[src/rtl/mmio_uart_tx.sv]
// mmio_uart_tx: memory-mapped 8N1 serial transmitter.
// Sits on the CPU data port beside RAM and uses the same synchronous-RAM-style
// target interface: word address, byte enables, write data, write strobe and
// one-cycle registered read data.
//
// Bus semantics: there is no valid/ready handshake. An access happens in
// every cycle where cs=1. When wren=1 as well, the write takes effect at that
// clock edge. A read of the addressed register is captured into q at the same
// edge and returns the value from before the edge. When cs=0, q is cleared.
//
// Register map (word index):
//   0 DATA     write byte lane 0 to push a byte; reads return 0
//   1 STATUS   {count[12:4], overflow[3], busy[2], empty[1], full[0]}
//              writing bit3=1 on lane 0 clears overflow
//   2 DIVISOR  clocks per bit [15:0]; lanes 0 and 1 are written independently
//   3 CTRL     bit0 tx_enable
module mmio_uart_tx #(
    parameter int          FIFO_DEPTH  = 16,
    parameter logic [15:0] DEFAULT_DIV = 16'd434
) (
    input  logic        clk,
    input  logic        reset_n,
    input  logic        cs,
    input  logic [1:0]  address,
    input  logic [3:0]  byteena,
    input  logic [31:0] data,
    input  logic        wren,
    output logic [31:0] q,
    output logic        txd,
    output logic        irq
);

    localparam int         PTR_W     = (FIFO_DEPTH > 1) ? $clog2(FIFO_DEPTH) : 1;
    localparam logic [8:0] DEPTH_CNT = 9'(FIFO_DEPTH);

    localparam logic [1:0] ADDR_DATA   = 2'd0;
    localparam logic [1:0] ADDR_STATUS = 2'd1;
    localparam logic [1:0] ADDR_DIV    = 2'd2;
    localparam logic [1:0] ADDR_CTRL   = 2'd3;

    localparam logic [1:0] ST_IDLE  = 2'd0;
    localparam logic [1:0] ST_START = 2'd1;
    localparam logic [1:0] ST_DATA  = 2'd2;
    localparam logic [1:0] ST_STOP  = 2'd3;

    // FIFO storage and bookkeeping
    logic [7:0]       fifo_mem [FIFO_DEPTH];
    logic [PTR_W-1:0] wr_ptr;
    logic [PTR_W-1:0] rd_ptr;
    logic [8:0]       count;
    logic [8:0]       count_next;
    logic [7:0]       head;

    // Software-visible control and status
    logic             overflow;
    logic [15:0]      divisor;
    logic             tx_enable;

    // Transmitter
    logic [1:0]       state;
    logic [1:0]       state_next;
    logic [15:0]      bit_cnt;
    logic [15:0]      div_latched;
    logic [2:0]       bit_idx;
    logic [7:0]       shift_reg;

    // Decoded bus strobes
    logic             wr_hit;
    logic             push_req;
    logic             ovf_clr;
    logic             div_wr_lo;
    logic             div_wr_hi;
    logic             ctrl_wr;

    // Derived conditions
    logic             fifo_full;
    logic             fifo_empty;
    logic             busy;
    logic             pop;
    logic             push_ok;
    logic             push_drop;
    logic             bit_done;
    logic [15:0]      eff_div;
    logic [31:0]      read_mux;

    assign wr_hit    = cs && wren;
    assign push_req  = wr_hit && (address == ADDR_DATA)   && byteena[0];
    assign ovf_clr   = wr_hit && (address == ADDR_STATUS) && byteena[0] && data[3];
    assign div_wr_lo = wr_hit && (address == ADDR_DIV)    && byteena[0];
    assign div_wr_hi = wr_hit && (address == ADDR_DIV)    && byteena[1];
    assign ctrl_wr   = wr_hit && (address == ADDR_CTRL)   && byteena[0];

    assign fifo_full  = (count == DEPTH_CNT);
    assign fifo_empty = (count == 9'd0);
    assign busy       = (state != ST_IDLE);

    // A frame start consumes the head entry, which frees a slot for a push
    // landing in the same cycle even when the FIFO is full.
    assign pop       = (state == ST_IDLE) && tx_enable && !fifo_empty;
    assign push_ok   = push_req && (!fifo_full || pop);
    assign push_drop = push_req && fifo_full && !pop;

    // Divisors 0 and 1 both mean one clock per bit.
    assign eff_div  = (divisor < 16'd2) ? 16'd1 : divisor;
    assign bit_done = (bit_cnt == 16'd0);
    assign head     = fifo_mem[rd_ptr];

    // Next FIFO occupancy; a simultaneous push and pop leaves it unchanged
    always_comb begin
        count_next = count;
        case ({push_ok, pop})
            2'b10:   count_next = count + 9'd1;
            2'b01:   count_next = count - 9'd1;
            default: count_next = count;
        endcase
    end

    // Next transmitter state: IDLE -> START -> DATA (8 bits) -> STOP -> IDLE
    always_comb begin
        state_next = state;
        case (state)
            ST_IDLE:  if (pop)                              state_next = ST_START;
            ST_START: if (bit_done)                         state_next = ST_DATA;
            ST_DATA:  if (bit_done && (bit_idx == 3'd7))    state_next = ST_STOP;
            ST_STOP:  if (bit_done)                         state_next = ST_IDLE;
            default:                                        state_next = ST_IDLE;
        endcase
    end

    // Read mux over the register map, using pre-edge register values
    always_comb begin
        read_mux = 32'd0;
        case (address)
            ADDR_DATA:   read_mux = 32'd0;
            ADDR_STATUS: read_mux = {19'd0, count, overflow, busy, fifo_empty, fifo_full};
            ADDR_DIV:    read_mux = {16'd0, divisor};
            ADDR_CTRL:   read_mux = {31'd0, tx_enable};
            default:     read_mux = 32'd0;
        endcase
    end

    // FIFO storage; contents need no reset because count gates every read
    always_ff @(posedge clk) begin
        if (push_ok) begin
            fifo_mem[wr_ptr] <= data[7:0];
        end
    end

    // FIFO pointers and occupancy; pointers wrap naturally at FIFO_DEPTH
    always_ff @(posedge clk or negedge reset_n) begin
        if (!reset_n) begin
            wr_ptr <= '0;
            rd_ptr <= '0;
            count  <= 9'd0;
        end else begin
            if (push_ok) wr_ptr <= wr_ptr + 1'b1;
            if (pop)     rd_ptr <= rd_ptr + 1'b1;
            count <= count_next;
        end
    end

    // Control registers: sticky overflow (set beats clear), divisor lanes, enable
    always_ff @(posedge clk or negedge reset_n) begin
        if (!reset_n) begin
            overflow  <= 1'b0;
            divisor   <= DEFAULT_DIV;
            tx_enable <= 1'b1;
        end else begin
            if (push_drop)    overflow <= 1'b1;
            else if (ovf_clr) overflow <= 1'b0;
            if (div_wr_lo) divisor[7:0]  <= data[7:0];
            if (div_wr_hi) divisor[15:8] <= data[15:8];
            if (ctrl_wr)   tx_enable     <= data[0];
        end
    end

    // Transmitter state register
    always_ff @(posedge clk or negedge reset_n) begin
        if (!reset_n) begin
            state <= ST_IDLE;
        end else begin
            state <= state_next;
        end
    end

    // Bit timing and serial data; txd is registered so it changes with state
    always_ff @(posedge clk or negedge reset_n) begin
        if (!reset_n) begin
            bit_cnt     <= 16'd0;
            div_latched <= 16'd1;
            bit_idx     <= 3'd0;
            shift_reg   <= 8'd0;
            txd         <= 1'b1;
        end else begin
            case (state)
                ST_IDLE: begin
                    txd <= 1'b1;
                    if (pop) begin
                        // Divisor is sampled once per frame so mid-frame
                        // writes only affect the next frame.
                        shift_reg   <= head;
                        div_latched <= eff_div;
                        bit_cnt     <= eff_div - 16'd1;
                        txd         <= 1'b0;
                    end
                end
                ST_START: begin
                    if (bit_done) begin
                        bit_cnt <= div_latched - 16'd1;
                        bit_idx <= 3'd0;
                        txd     <= shift_reg[0];
                    end else begin
                        bit_cnt <= bit_cnt - 16'd1;
                    end
                end
                ST_DATA: begin
                    if (bit_done) begin
                        bit_cnt <= div_latched - 16'd1;
                        if (bit_idx == 3'd7) begin
                            txd <= 1'b1;
                        end else begin
                            bit_idx   <= bit_idx + 3'd1;
                            shift_reg <= {1'b0, shift_reg[7:1]};
                            txd       <= shift_reg[1];
                        end
                    end else begin
                        bit_cnt <= bit_cnt - 16'd1;
                    end
                end
                ST_STOP: begin
                    txd <= 1'b1;
                    if (!bit_done) begin
                        bit_cnt <= bit_cnt - 16'd1;
                    end
                end
                default: begin
                    txd <= 1'b1;
                end
            endcase
        end
    end

    // Interrupt: FIFO empty and transmitter idle, computed from next-state values
    always_ff @(posedge clk or negedge reset_n) begin
        if (!reset_n) begin
            irq <= 1'b1;
        end else begin
            irq <= (count_next == 9'd0) && (state_next == ST_IDLE);
        end
    end

    // Registered read data; zero when the block is not selected
    always_ff @(posedge clk or negedge reset_n) begin
        if (!reset_n) begin
            q <= 32'd0;
        end else begin
            q <= cs ? read_mux : 32'd0;
        end
    end

endmodule
[config.mk]
export PLATFORM = sky130hd
export DESIGN_NAME = mmio_uart_tx
export DESIGN_NICKNAME = d
export VERILOG_FILES = /design/src/rtl/mmio_uart_tx.sv
export SDC_FILE = /design/constraint.sdc
export NUM_CORES = 1
export LEC_CHECK = 0
export ABC_AREA = 1
export CORE_MARGIN = 2
export CORE_UTILIZATION = 55
export CTS_BUF_LIST = sky130_fd_sc_hd__clkbuf_4 sky130_fd_sc_hd__clkbuf_8
export DETAILED_ROUTE_END_ITERATION = 8
export PLACE_DENSITY = 0.79
export SETUP_SLACK_MARGIN = 0.15
export SLEW_MARGIN = 30
export SYNTH_ARGS = -nofsm -noshare
export SYNTH_HDL_FRONTEND = slang
export SYNTH_SLANG_ARGS = --single-unit
[constraint.sdc]
create_clock -name clk -period 2.9 [get_ports clk]
set_clock_uncertainty 0.05 [all_clocks]
set_input_delay 0.29 -clock clk [delete_from_list [all_inputs] [get_ports clk]]
set_output_delay 0.29 -clock clk [all_outputs]
set_load 0.01 [all_outputs]
==> run_results.csv, run 1 <==
group,metric,value,unit
die,io_pins,76,
synth,synth_edf_count,128,
grt,grt_max_degree,67,
sta,fmax,361,MHz
synth,synth_top_family_by_area,"simple AND/OR/NAND/NOR gates",
cells_and_area,finalNonFillerCells,1566,
setup_path,worstSetupEndpoint,"irq",
setup_path,worstSetupStartpoint,"state[0]",
die,fp.dieH,146,um
clocking,cts_sinks,226,
clocking,h-tree-depth,2,
grt,grt_pass1_wl,43000,um
sta,period_needed,2.77,ns
synth,ys_top_cells_by_area,"edfxtp_1 (35%), dfrtp_1 (20%), nand2_1 (7.8%)",
clocking,clk_latency,0.55,ns
setup_path,path_max_fanout,3,
cells_and_area,finish.utilization,0.659,
synth,synthSimpleGateAreaFrac,0.196,
synth,avgSynthCellArea,9.42,um2
sta,hold_ws,0.232,ns
cells_and_area,fillCellCount,1552,
drt,drc,0,
synth,synth_top_cell_area_share,0.348,
power,ir_worst_vdd,0.000477,V
placed_design,dpl-instance-area,11900,um2
status,status,"completed",
sta,setup_ws,0.129,ns
drt,wl,26700,um
cells_and_area,area_growth,16.8,%
grt,grtUsageTotal,0.252,
setup_path,worstSetupPathType,"reg2reg",
clocking,tritoncts,"built",
sta,setup_tns,0,ns
cells_and_area,diodes,0,
cells_and_area,regArea,6310,um2
drt,vias_per_cell,5.60,
placed_design,hpwl,17800,um
sta,finalHoldViolCount,0,
synth,synth_fa_ha_area_frac,0.0204,
sta,rsz0062_at_grt,"true",
synth,yosysWarnings,0,
sta,finalMaxSlewViolations,0,
clocking,path_clk_slew,0.06,ns
die,dieArea,21300,um2
synth,synthXorXnorAreaFrac,0.0276,
setup_path,timing.rr.end,"irq",
grt,antenna_found_initial,0,
setup_path,cp.arrival,3.19,ns
die,num_rows,51,
grt,grt.overflow.total,0,
sta,setup_viol_count_final,0,
clocking,clockBufferDepth,3,
setup_path,endpoint_kind,"register",
synth,ys_seq_area_frac,0.570,
synth,muxShareOfSynthArea,0.00305,
synth,synth.most_common_cell,"nand2_1",
power,powerDensity,931,nW/um2
grt,grt_pass1_vias,8555,
sta,slew_headroom,0.485,
sta,tightestPinTransition,0.770,ns
setup_path,r2r_setup_slack,0.13,ns
clocking,ctsRootBufferMaster,"clkbuf_8",
drt,routedWlPerCell,17.1,um
synth,ys_async_sr_fraction,0.434,
drt,vias,8777,
setup_path,reg2reg_depth,20,
power,leakagePower,5.34,nW
die,initial_core_util,0.565,
placed_design,dp_slack,-0.124,ns
die,core,19600,um2
cells_and_area,final_cell_area,12900,um2
synth,synth.distinct_cells,52,
clocking,cts_buffers,39,
die,die_w,146,um
sta,timing.final.crit_share,0.956,
synth,yosysTopAreaCell,"edfxtp_1",
synth,synth.cell_area,11100,um2
placed_design,numPortBuffers,41,
cells_and_area,multi_input_area,4230,um2
synth,syn_inst,1174,
run,cap_violations,0,
cells_and_area,largest_reg_flops,128,
cells_and_area,nNetsFinal,1331,
synth,synth_compound_gate_area_share,0.122,
cells_and_area,drive_above_1_share,0.153,
placed_design,dp.cells,1483,
synth,yosys-top-cells-count,"nand2_1 (231), nor2_1 (159), edfxtp_1 (128)",
drt,drt_iter0_markers,758,
setup_path,startpoint_type,"register",
drt,drtAntennaViolNets,0,
setup_path,required,3.32,ns
synth,synth-main-ff-cell,"edfxtp_1",
placed_design,gp_congestion,0.879,
power,power.total,12.0,mW
cells_and_area,top_register,"fifo_mem",
synth,ys_ff_latch,226,
setup_path,reg2reg_from,"state[0]",
drt,firstDrtPassIters,5,
min_path,holdCritPathClass,"in2async",
metal layers:
metal  global-route usage  share of wire
met2                0.412           0.48
met5                    0              0
met1                0.338           0.42
met4                0.107          0.037
met3               0.0411          0.068
layout make-up:
class,instances,area share
Tap cell,265,0.0257
Inverter,92,0.0272
Clock inverter,9,0.00426
Timing Repair Buffer,100,0.0683
Sequential cell,226,0.489
Clock buffer,62,0.0583
Multi-Input combinational cell,812,0.327
critical path: stages (launching register included):
cell and delay [ns]:
dfrtp_1 0.41, inv_2 0.11, ha_4 0.16, nand2_1 0.07, inv_1 0.06, nand2_2 0.07, nand2_2 0.10, nand2_4 0.06
ha_4 0.19, xor2_2 0.17, ha_1 0.30, nand2_1 0.06, nand2_1 0.06, or2_1 0.20, nor2_1 0.11, nand3_1 0.07
nor2_1 0.10, nand2_1 0.07, nor2_1 0.11, nand3_1 0.07, nor2_1 0.11
worst min path at each step:
stage / start / endpoint / slack, ns / cells past startpoint
after floorplan: reset_n / bit_cnt[0] / -0.06 / 0
after global placement: reset_n / bit_cnt[13] / 0.26 / 1
after detailed placement: reset_n / bit_cnt[13] / 0.26 / 1
after CTS: reset_n / rd_ptr[1] / 0.22 / 2
after global routing: data[10] / divisor[10] / 0.29 / 3
final: reset_n / bit_cnt[13] / 0.23 / 2
layout by cell type (no fill, tap or decap), types with 26 or more instances in the layout:
| cell type | instances |
|---|---|
| clkbuf_8 | 46 |
| xor2_1 | 26 |
| nand3_1 | 72 |
| nor2_1 | 153 |
| o21ai_0 | 110 |
| edfxtp_1 | 128 |
| nand2_1 | 226 |
| o221ai_1 | 26 |
| buf_4 | 56 |
| dfrtp_1 | 86 |
| inv_1 | 80 |
| clkdlybuf4s50_1 | 40 |
| a21oi_1 | 46 |
logic make-up (layout without fill, tap and decap cells):
| logic type | after synthesis | after routing |
|---|---|---|
| fa+ha+maj | 18 | 18 |
| xor+xnor | 34 | 34 |
| buf+inv | 151 | 263 |
| simple gates | 511 | 511 |
| other cells | 1 | 16 |
| compound gates | 230 | 230 |
| mux | 3 | 3 |
| flops | 226 | 226 |
power by group:
group / leakage, nW / internal [mW] / switching (mW)
clock: 0.431 / 1.66 / 1.27
sequential: 2.35 / 3.93 / 0.476
combinational: 2.56 / 1.64 / 3.04
repair_timing:
action / 4_1_cts / 5_1_grt
setup endpoints to repair: 3 / 4
endpoints found under the hold margin: 35 / 0
buffers inserted: 3 / 8
resized for setup: 8 / 17
pin swaps: 6 / 19
hold buffers: 1 / 0
Power figures use the tool's default switching activity.
==> run 2: changes to the inputs <==
--- a/config.mk
+++ b/config.mk
@@ -10,7 +10,7 @@
 export CORE_UTILIZATION = 55
 export CTS_BUF_LIST = sky130_fd_sc_hd__clkbuf_4 sky130_fd_sc_hd__clkbuf_8
 export DETAILED_ROUTE_END_ITERATION = 8
-export PLACE_DENSITY = 0.79
+export PLACE_DENSITY = 0.87
 export SETUP_SLACK_MARGIN = 0.15
 export SLEW_MARGIN = 30
 export SYNTH_ARGS = -nofsm -noshare
==> constraint.sdc (replaced) <==
create_clock -name clk -period 2.9 [get_ports clk]
set_clock_uncertainty 0.05 [all_clocks]
set_input_delay 0.29 -clock clk [delete_from_list [all_inputs] [get_ports clk]]
set_output_delay 0.29 -clock clk [all_outputs]
set_load 0.05 [all_outputs]
==> run 2 against run 1 <==
- die area is the same
- core utilization grew 0.058 points
- clock-buffer cell count shrank 8
- sequential power is essentially flat
- clock power shrank 2%
- flip-flop and latch count is the same
- final cell count is the same
- worst hold slack gained 0.063 ns
- largest cell class unchanged
==> run_results.csv, run 2 (synthesis results as in run 1) <==
group,metric,value,unit
cells_and_area,fillCellCount,1395,
run,cap_violations,0,
drt,wl,27500,um
setup_path,critical_path_buf_inv_count,2,
grt,antenna_found_initial,0,
grt,grtUsageTotal,0.258,
setup_path,startpoint_type,"register",
setup_path,required,3.31,ns
die,initial_core_util,0.565,
placed_design,numPortBuffers,41,
grt,use_met3,0.0473,
sta,rsz0062_at_grt,"true",
clocking,h-tree-depth,2,
grt,use_met2,0.436,
setup_path,cp_slowest_cell,"dfrtp_1",
grt,use_met1,0.337,
setup_path,cp_top_family,"simple AND/OR/NAND/NOR gates",
clocking,clockBufferDepth,3,
cells_and_area,layout_common_cells,"nand2_1 (227), nor2_1 (152), edfxtp_1 (128), o21ai_0 (109), dfrtp_1 (87)",
setup_path,cp.depth,15,
die,die_w,146,um
grt,grt_pass1_vias,8685,
cells_and_area,largest_reg_flops,128,
sta,fmax,352,MHz
power,internal_power,7.26,mW
drt,vias_per_cell,5.76,
grt,grt_pass1_wl,43900,um
sta,tightestPinTransition,0.695,ns
sta,setup_tns,0,ns
sta,period_needed,2.84,ns
cells_and_area,diodes,0,
die,num_rows,51,
drt,firstDrtPassIters,8,
setup_path,worstSetupStartpoint,"count[4]",
power,ir_worst_vdd,0.000561,V
setup_path,critPathMaxStageDelay,0.42,ns
sta,finalMaxSlewViolations,0,
drt,routedWlPerCell,17.6,um
drt,drc,0,
die,core,19600,um2
sta,timing.final.crit_share,0.980,
die,fp.dieH,146,um
power,leakagePower,5.34,nW
clocking,cts_sinks,226,
clocking,tritoncts,"built",
setup_path,crit_chain,"nor3_2 -> nand4_1 -> nand2_2 -> clkinv_2 -> buf_4 -> ha_1 -> xnor2_1 -> or2_4 -> nor2_4 -> nand3_2 -> nor2_1 -> nand2_1 -> nor2_1 -> nand3_1 -> nor2_1",
die,io_pins,76,
power,seqPwrFrac,0.361,
drt,drtAntennaViolNets,0,
setup_path,endpoint_kind,"register",
clocking,clk_latency,0.53,ns
setup_path,reg2reg_from,"count[4]",
setup_path,reg2reg_depth,15,
cells_and_area,area_growth,16.9,%
setup_path,timing.rr.end,"irq",
sta,slew_headroom,0.536,
power,power.switching,4.99,mW
power,swShare,0.407,
setup_path,critPathMostFrequentCell,"nor2_1",
sta,finalHoldViolCount,0,
setup_path,worstSetupEndpoint,"irq",
min_path,holdCritPathClass,"in2reg",
setup_path,r2r_setup_slack,0.06,ns
drt,drt_iter0_markers,1103,
status,status,"completed",
setup_path,cp.arrival,3.26,ns
drt,vias,9021,
placed_design,gp_congestion,0.907,
cells_and_area,top_register,"fifo_mem",
power,powerDensity,948,nW/um2
cells_and_area,nNetsFinal,1333,
clocking,cts_buffers,37,
grt,grt.overflow.total,0,
sta,hold_ws,0.295,ns
die,dieArea,21300,um2
grt,grt_max_degree,59,
clocking,path_clk_slew,0.06,ns
grt,grt.busiest_layer,"met2",
setup_path,worstSetupPathType,"reg2reg",
placed_design,dpl-instance-area,11900,um2
cells_and_area,layout_commonest_cell,"nand2_1",
power,clockPowerShare,0.236,
setup_path,path_max_fanout,9,
cells_and_area,drive_above_1_share,0.153,
placed_design,hpwl,18000,um
sta,setup_viol_count_final,0,
cells_and_area,final_cell_area,12900,um2
power,pwr-share-comb,0.404,
clocking,ctsRootBufferMaster,"clkbuf_8",
-- run 2: routing by layer --
metal,part of all wire,vias to the layer above
li1,-,4185
met1,0.39,4293
met2,0.50,474
met3,0.084,69
met4,0.026,0
met5,0,-
-- run 2: area by class of cell --
type                    count  area [um2]  area share
repair buffers            104         912      0.0706
well taps                 265         332      0.0257
clock inverters            13         114     0.00881
multi-input cells         812        4240       0.328
flip-flops and latches    226        6310       0.488
inverters                  92         352      0.0272
clock buffers              54         662      0.0512
-- run 2: stage by stage --
step	util	total power [mW]	worst slack, ns	instances
2_1_floorplan	-	7.58	0.140	1189
4_1_cts	0.657	12.0	0.0391	1565
3_3_place_gp	0.610	8.73	-0.0644	1486
6_report	0.660	12.2	0.0571	1566
5_1_grt	0.660	12.9	-0.0350	1566
3_5_place_dp	0.610	8.93	-0.0874	1486
-- run 2: worst min path at each step --
| stage | startpoint | endpoint | slack [ns] | cells after the start |
|---|---|---|---|---|
| floorplan | reset_n | bit_cnt[0] | -0.06 | 0 |
| global placement | reset_n | bit_cnt[14] | 0.32 | 1 |
| detailed placement | reset_n | bit_cnt[13] | 0.33 | 1 |
| CTS | data[8] | divisor[8] | 0.28 | 3 |
| global route | data[11] | divisor[11] | 0.30 | 3 |
| finish | data[11] | divisor[11] | 0.29 | 3 |
-- run 2: power groups by stage --
stage / registers (mW) / logic [mW] / clock network [mW]
floorplan: 4.44 / 3.15 / 0
global placement: 4.41 / 4.32 / 0
detailed placement: 4.43 / 4.50 / 0
CTS: 4.39 / 4.72 / 2.90
global route: 4.47 / 5.40 / 3.04
finish: 4.42 / 4.94 / 2.88
-- run 2: repair_timing --
action	4_1_cts	5_1_grt
endpoints found under the setup margin	2	8
endpoints found under the hold margin	50	0
buffers inserted	11	1
hold buffers	1	0
pin swaps	10	15
resized for setup	10	18
-- run 2: tightest hold or removal path, stage by stage --
cell and delay [ns]:
clkdlybuf4s50_1 0.39, nor2_1 0.11, a21oi_1 0.05
